<file path="config.mk">
export PLATFORM = sky130hd
export DESIGN_NAME = muu_value_get_mc
export DESIGN_NICKNAME = d
export VERILOG_FILES = /design/src/rtl/muu_value_get_mc.sv
export SDC_FILE = /design/constraint.sdc
export NUM_CORES = 1
export LEC_CHECK = 0
export ABC_AREA = 1
export CAP_MARGIN = 20
export CORE_AREA = 8 8 683 685
export DETAILED_ROUTE_END_ITERATION = 10
export DIE_AREA = 0 0 691 693
export MAX_ROUTING_LAYER = met4
export PLACE_DENSITY = 0.3
export SYNTH_ARGS = -nofsm -noshare
export SYNTH_HDL_FRONTEND = slang
export SYNTH_SLANG_ARGS = --single-unit
export TNS_END_PERCENT = 1
</file>
<file path="constraint.sdc">
create_clock -name clk -period 1.8 [get_ports clk]
set_input_delay 0.36 -clock clk [delete_from_list [all_inputs] [get_ports clk]]
set_output_delay 0.36 -clock clk [all_outputs]
set_load 0.005 [all_outputs]
</file>
<file path="src/rtl/muu_value_get_mc.sv">
// Response assembler for the muu value path: one header beat, then the value beats of the selected source.
// Optional packet splitting is built when MUU_VALGET_PKTSPLIT_EN is defined.
module muu_value_get_mc #(
    parameter int META_WIDTH          = 96,
    parameter int DATA_WIDTH          = 512,
    parameter int NUM_SRC             = 2,
    parameter int LEN_WIDTH           = 10,
    parameter int USER_BITS           = 3,
    parameter int MAX_WORDS_IN_PACKET = 160
) (
    input  logic                            clk,
    input  logic                            rst,
    input  logic [META_WIDTH-1:0]           req_meta,
    input  logic [LEN_WIDTH-1:0]            req_len,
    input  logic [1:0]                      req_src,
    input  logic                            req_drop,
    input  logic [USER_BITS-1:0]            req_user,
    input  logic                            req_valid,
    output logic                            req_ready,
    input  logic [NUM_SRC*DATA_WIDTH-1:0]   val_data,
    input  logic [NUM_SRC-1:0]              val_valid,
    output logic [NUM_SRC-1:0]              val_ready,
    output logic [META_WIDTH+DATA_WIDTH-1:0] out_data,
    output logic [7:0]                      out_user,
    output logic                            out_valid,
    output logic                            out_last,
    input  logic                            out_ready
);

    localparam int W  = DATA_WIDTH / 64;
    localparam int BW = LEN_WIDTH + 1;

    typedef enum logic [1:0] {IDLE, HEADER, VALUE, DROP} state_t;

    state_t state, state_next;

    logic [META_WIDTH-1:0] meta_q;
    logic [1:0]            src_q;
    logic                  drop_q;
    logic [BW-1:0]         beats_q;

    logic                  out_free;
    logic                  req_accept;
    logic                  src_bad;
    logic                  hdr_last;
    logic                  val_last;
    logic                  sel_valid;
    logic                  val_hs;
    logic [BW-1:0]         req_beats;
    logic [BW-1:0]         hdr_beats;
    logic [7:0]            hdr_status;
    logic [LEN_WIDTH-1:0]  hdr_len;
    logic [DATA_WIDTH-1:0] hdr_word;
    logic [DATA_WIDTH-1:0] sel_data;

    assign out_free   = !out_valid || out_ready;
    assign req_ready  = !rst && (state == IDLE) && out_free;
    assign req_accept = req_valid && req_ready;
    assign src_bad    = 32'(req_src) >= 32'(NUM_SRC);

    // One extra bit keeps the rounding-up sum from wrapping at the maximum length.
    assign req_beats  = (BW'(req_len) + BW'(W - 1)) / BW'(W);
    assign hdr_beats  = src_bad ? '0 : req_beats;

    always_comb begin
        hdr_status = 8'd0;
        if (src_bad)
            hdr_status = 8'd2;
        else if (req_drop)
            hdr_status = 8'd1;
        hdr_len = (src_bad || req_drop) ? '0 : req_len;
        hdr_word = '0;
        hdr_word[15:0]            = 16'hFFFF;
        hdr_word[23:16]           = hdr_status;
        hdr_word[24 +: LEN_WIDTH] = hdr_len;
    end

    always_comb begin
        sel_valid = 1'b0;
        sel_data  = '0;
        for (int i = 0; i < NUM_SRC; i++) begin
            if (src_q == 2'(i)) begin
                sel_valid = val_valid[i];
                sel_data  = val_data[i*DATA_WIDTH +: DATA_WIDTH];
            end
        end
    end

    // Draining ignores output backpressure; forwarding waits for a free output register.
    assign val_hs = sel_valid && (((state == VALUE) && out_free) || (state == DROP));

    always_comb begin
        val_ready = '0;
        for (int i = 0; i < NUM_SRC; i++)
            val_ready[i] = !rst && val_hs && (src_q == 2'(i));
    end

`ifdef MUU_VALGET_PKTSPLIT_EN
    localparam int CNT_W = $clog2(MAX_WORDS_IN_PACKET + 1);

    logic [CNT_W-1:0] word_cnt;
    logic             split_hit;

    assign split_hit = (word_cnt == CNT_W'(MAX_WORDS_IN_PACKET - 1));
    assign hdr_last  = (hdr_beats == '0) || req_drop || split_hit;
    assign val_last  = (beats_q == BW'(1)) || split_hit;

    // Every loaded beat is eventually handshaken, so counting loads tracks output handshakes.
    always_ff @(posedge clk) begin
        if (rst)
            word_cnt <= '0;
        else if (req_accept)
            word_cnt <= hdr_last ? '0 : word_cnt + CNT_W'(1);
        else if ((state == VALUE) && val_hs)
            word_cnt <= val_last ? '0 : word_cnt + CNT_W'(1);
    end
`else
    assign hdr_last = (hdr_beats == '0) || req_drop;
    assign val_last = (beats_q == BW'(1));
`endif

    always_comb begin
        state_next = state;
        case (state)
            IDLE:   if (req_accept) state_next = HEADER;
            HEADER: begin
                if (beats_q == '0)
                    state_next = IDLE;
                else if (drop_q)
                    state_next = DROP;
                else
                    state_next = VALUE;
            end
            VALUE,
            DROP:   if (val_hs && (beats_q == BW'(1))) state_next = IDLE;
            default: state_next = IDLE;
        endcase
    end

    always_ff @(posedge clk) begin
        if (rst)
            state <= IDLE;
        else
            state <= state_next;
    end

    always_ff @(posedge clk) begin
        if (rst) begin
            out_valid <= 1'b0;
            out_last  <= 1'b0;
            out_data  <= '0;
            out_user  <= '0;
            meta_q    <= '0;
            src_q     <= '0;
            drop_q    <= 1'b0;
            beats_q   <= '0;
        end else begin
            if (req_accept) begin
                meta_q    <= req_meta;
                src_q     <= req_src;
                drop_q    <= req_drop;
                beats_q   <= hdr_beats;
                out_data  <= {req_meta, hdr_word};
                out_user  <= 8'(req_user);
                out_last  <= hdr_last;
                out_valid <= 1'b1;
            end else if ((state == VALUE) && val_hs) begin
                out_data  <= {meta_q, sel_data};
                out_last  <= val_last;
                out_valid <= 1'b1;
            end else if (out_ready) begin
                out_valid <= 1'b0;
            end
            if (val_hs)
                beats_q <= beats_q - BW'(1);
        end
    end

endmodule

</file>
* After elaboration in Yosys (flattened, before gate mapping)
Index checks and enable logic that the tools add are counted.
** Cells by class
- Add/subtract/negate cells :: 2
- Order comparisons :: 1
- Equal/unequal tests :: 7
- Mux-type cells :: 22
- Reductions and logical operators :: 26
** Operator list (number)
- 608-bit two-way mux :: 2
- 512-bit two-way mux :: 2
- 11-bit zero test :: 2
- 11-bit two-way mux :: 2
- 10-bit by 3-bit adder with 11-bit output (second input constant) :: 1
- 11-bit by 1-bit == test with 1-bit output (second input constant) :: 1
- 11-bit by 1-bit subtractor with 11-bit output (second input constant) :: 1
- 1-bit logical AND :: 10
- 10-bit two-way mux :: 1
- 1-bit two-way mux :: 9
- 2-bit two-way mux :: 4
- 8-bit two-way mux :: 1
- 2-bit case mux with 3 select lines :: 1
- 2-bit by 1-bit == test with 1-bit output (second input constant) :: 2
- 2-bit == test (second input constant) :: 2
- 2-bit zero test :: 2
- 1-bit logical OR :: 4
- 2-bit != test (second input constant) :: 2
- 2-bit nonzero test :: 2
- 2-bit OR reduction :: 2
- 3-bit nonzero test :: 1
- 2-bit greater-or-equal comparator (second input constant) :: 1
- 1-bit zero test :: 2
- 2-bit AND reduction :: 1
** Word-level totals
- Register bits after elaboration :: 725
- Bits of input ports :: 1142
- Logic and storage cells :: 68

* Longest topological paths before layout
- Depth in word-level cells :: 8
- Depth in mapped cells :: 12
- Gate-level depth less buffers :: 10

* Worst setup path after synthesis
No wires, ideal clock.
- Path type :: input -> register
- Start :: input rst
- End :: register out_data[456]
- Data arrival time :: 1591 ps
- Slack :: 94 ps
- Stages :: 12
- Buffers on the path :: 3
- Path through :: buf_4 -> inv_2 -> nand3_2 -> nor2_4 -> nand2_4 -> inv_4 -> nor2_8 -> inv_4 -> buf_6 -> buf_6 -> a31oi_1 -> o21a_1
** On the way
- Word-level cells in the longest chain between the ends :: 5
** RTL lines
- start: declaration :: line 12 : input logic rst,
- 1-bit zero test :: line 57 : assign req_ready = !rst && (state == IDLE) && out_free;
- 1-bit logical AND (2 in series) :: line 57
- net req_ready :: line 19 : output logic req_ready,
- 1-bit logical AND :: line 58 : assign req_accept = req_valid && req_ready;
- 2-bit OR reduction (no source line)
- end signal: assignment :: line 163 : out_data <= {req_meta, hdr_word};
- end signal: assignment :: line 168 : out_data <= {meta_q, sel_data};
- end: declaration :: line 23 : output logic [META_WIDTH+DATA_WIDTH-1:0] out_data,
The timed path passes the listed nets, and every way through them passes these cells.
A chain may end at the register's enable or synchronous reset.

* Final worst setup path
- Start :: register out_valid
- End :: output val_ready[0]
** On the way
- Word-level cells in the longest chain between the ends :: 7
** RTL lines
- start: declaration :: line 25 : output logic out_valid,
- start signal: assignment :: line 149 : out_valid <= 1'b0;
- start signal: assignment :: line 166 : out_valid <= 1'b1;
- start signal: assignment :: line 170 : out_valid <= 1'b1;
- 1-bit zero test :: line 56 : assign out_free = !out_valid || out_ready;
- 1-bit logical OR :: line 56
- 1-bit logical AND :: line 90 : assign val_hs = sel_valid && (((state == VALUE) && out_free) || (state == DROP));
- 1-bit logical OR :: line 90
- 1-bit logical AND :: line 90
- 1-bit logical AND (2 in series) :: line 95 : val_ready[i] = !rst && val_hs && (src_q == 2'(i));
- end: declaration :: line 22 : output logic [NUM_SRC-1:0] val_ready,
Every way passes these cells.

==> out/metrics.yaml <==
timing:
  final.setup.worst_slack_ps: -622
  slew_violations: 0
  fmax_mhz: 413
  period_share_pct: 135
  setup_viol: 1120
  slew_headroom_pct: 40.4
  finClkSkew_ps: 88.9
  hold_viol_final: 0
  period_needed_ps: 2420
  worstMarginPinSlew_ps: 894
  rsz0062_at_grt: "true"
  tns_ps: -344660
clocking:
  insertion_delay_ps: 880
  clockRootBuffer: "clkbuf_16"
  clk_pin_slew_ps: 60
  cts.sink_count: 725
  cts_max_path_buffers: 4
  numCtsBuffers: 108
  htreeDepth: 3
  cts_tree: "built"
worst_setup_path:
  crit_required_ps: 1440
  crit_family: "buffers and inverters"
  critical_path_class: "reg -> out"
  rr_startpoint: "out_valid"
  r2r-end: "out_data[180]"
  cp.depth: 9
  reg2reg_depth: 16
  cp_slowest_stage_delay_ps: 360
  rrSetupSlack_ps: -600
  path_common_cell: "nand2_4"
  arrival_ps: 2060
  endpoint_kind: "output port"
  cp_cell_sequence: "inv_2 -> nor2_4 -> buf_6 -> a21oi_4 -> nand2_4 -> inv_4 -> nand2_4 -> nor3_4 -> buf_2"
  crit_path_max_fanout: 3
  critPathBufInv: 4
  startpoint_type: "flip-flop"
  cpMaxStageDelayCell: "dfxtp_4"
global_route:
  grt_first_pass_wirelength_um: 452000
  met1_usage_pct: 16.7
  met2_usage_pct: 25.7
  grt_overflow: 0
  antenna_found_initial: 221
  grt_pass1_vias: 41432
  grt_busiest_layer: "met2"
  globalRouteTotalUtil_pct: 14.5
  use_met3_pct: 3.93
  grt_max_degree: 164
placed_design:
  place_hpwl_um: 303000
  place_ws_ps: -982
  place_congestion: 0.951
  io_buffers: 1757
  place_area_um2: 60900
die:
  initial_core_util_pct: 7.19
  die_area_um2: 479000
  fp.dieW_um: 691
  coreArea_um2: 455000
  dieHeight_um: 693
  row_count: 248
  ios: 1763
route:
  drt-total-wl_um: 357000
  vias: 41887
  drc_errors: 0
  drtPass1Iterations: 7
  drt-wirelength-per-cell_um: 29.3
  vias_per_cell: 3.43
  ant_nets: 0
  first_iter_violations: 3095
logic_synthesis:
  synthXorXnorAreaFrac_pct: 0.0268
  synth_compound_area_share_pct: 26.2
  syn_area_per_cell_um2: 8.05
  post_synth_num_cell_types: 34
  synth.ff_latch_count: 725
  yosys_warnings: 0
  synth_largest_area_cell: "dfxtp_1"
  synthesis.instances: 4062
  synth_top_family_by_area: "compound AO/OA/AOI/OAI gates"
  netlist.area_leader.share_pct: 44.4
  yosysSeqAreaShare_pct: 44.4
  synthMuxAreaShare_pct: 0
  synthSimpleGateAreaFrac_pct: 21.2
  synth.area.top_cells: "dfxtp_1 (44%), nand3_1 (16%), o21a_1 (11%)"
  synthAdderAreaFrac_pct: 0.0765
  netlist_area_um2: 32700
min_path:
  hold_class: "in -> reg"
  hold_end: "beats_q[0]"
  worstHoldPathCells: 6
  hp-start: "rst"
job:
  max-cap-violations: 0
power_and_ir_drop:
  p_per_area_nw_per_um2: 779
  ir_drop_uv: 759
  leakagePower_nw: 23.7
outcome:
  status: "finished with violations"
  violations: "negative setup slack"
cells_and_area:
  fin_nets: 7195
  final_area_um2: 66600
  drive_gt1_share_pct: 19.0
  area_growth_syn_to_layout_pct: 104
through the flow:
step                utilization (%)  hold slack, ps  power (W)  std cells
finish                         14.6            98.6     0.0519      12200
global route                   14.6            49.0     0.0543      12195
CTS                            14.5           -10.2     0.0530      12135
detailed placement             13.4             451     0.0291      11869
global placement               13.4             445     0.0291      11869
floorplan                         -             419     0.0214       4066
state kept, by name, summed over array words and instances, names as in the netlist:
signal     flops
state          2
drop_q         1
out_last       1
out_valid      1
out_data     608
meta_q        96
src_q          2
out_user       3
beats_q       11
where the power goes:
group,total [W],internal [W],leakage (nW),switching [W]
combinational,0.0120,0.00582,16.0,0.00620
sequential,0.0170,0.0166,5.96,0.000407
clock,0.0229,0.0136,1.83,0.00925
final cells by class:
cell class / instances / area, um^2
clock buffer: 156 / 3230
timing repair inverter: 2 / 40.0
multi-input combinational: 2796 / 16100
tap: 6000 / 7510
timing repair buffer: 2341 / 23900
inverter: 77 / 330
sequential: 725 / 14800
antenna: 62 / 155
clock inverter: 41 / 515
fill: 51680 / 388000
metal layers:
layer  wire (um)  up-vias
li1            -    18897
met1      145000    20703
met2      179000     1821
met3       24600      466
met4        8520        0
met5           0        -
worst max-delay path by stage:
stage	startpoint	slack (ps)	endpoint
2_1_floorplan	rst	90	out_data[456]
3_3_place_gp	out_ready	-970	out_data[145]
3_5_place_dp	out_ready	-980	out_data[145]
4_1_cts	out_valid	-830	val_ready[0]
5_1_grt	out_valid	-760	val_ready[0]
6_report	out_valid	-620	val_ready[0]
logic make-up (layout without fill, tap and decap cells):
| group | Yosys count | in the layout |
|---|---|---|
| simple gates | 1468 | 1468 |
| flops | 725 | 725 |
| buf+inv | 545 | 2617 |
| xor+xnor | 1 | 1 |
| fa+ha+maj | 2 | 2 |
| compound gates | 1320 | 1320 |
| other cells | 1 | 67 |
cell usage after synthesis:
cell type / instances
o21ai_0: 83
a211oi_1: 1
nor3_1: 6
conb_1: 1
o211ai_1: 4
inv_4: 4
a31oi_1: 481
o21ai_1: 28
nor2_2: 1
nand3_2: 1
buf_2: 122
buf_6: 50
nand2_4: 3
nor2_8: 2
nand2_1: 257
clkbuf_1: 274
o22ai_1: 23
inv_1: 69
dfxtp_1: 725
xor2_1: 1
nand2_2: 2
nand4_1: 5
nor2_4: 1
nand3_1: 1063
buf_1: 3
o211a_1: 16
a22o_1: 3
ha_1: 2
inv_2: 4
nor2_1: 127
a21oi_1: 201
o21a_1: 479
a21oi_4: 1
buf_4: 19
worst register-to-register path: stages (launching register included):
cell,delay [ps]
dfxtp_4,360
inv_2,70
nor2_4,50
buf_4,140
buf_6,100
buf_6,110
nor2_4,150
nand2_4,70
inv_4,80
nor2_8,50
buf_12,130
inv_16,160
buf_16,300
buf_6,190
buf_12,150
a31oi_1,50
o21a_1,120
placed cells by master, fill, tap and decap left out, types with 45 or more instances in the layout:
master	instances
a21oi_1	201
nand3_1	1063
buf_4	451
dfxtp_2	86
o21a_1	479
clkbuf_16	108
dlygate4sd3_1	45
nor2_1	126
buf_12	133
diode_2	62
dfxtp_4	58
buf_6	138
inv_1	68
o21ai_0	83
nand2_1	256
a31oi_1	431
clkdlybuf4s50_1	1531
dfxtp_1	581
timing repair:
item / CTS / global route
pin swaps: 7 / 5
setup endpoints to repair: 1335 / 1317
gates cloned: 4 / 0
hold buffers: 45 / 0
buffers inserted: 20 / 4
hold endpoints to repair: 46 / 0
gates resized for setup: 372 / 810
Note: power is estimated with default switching activity, not from simulation.
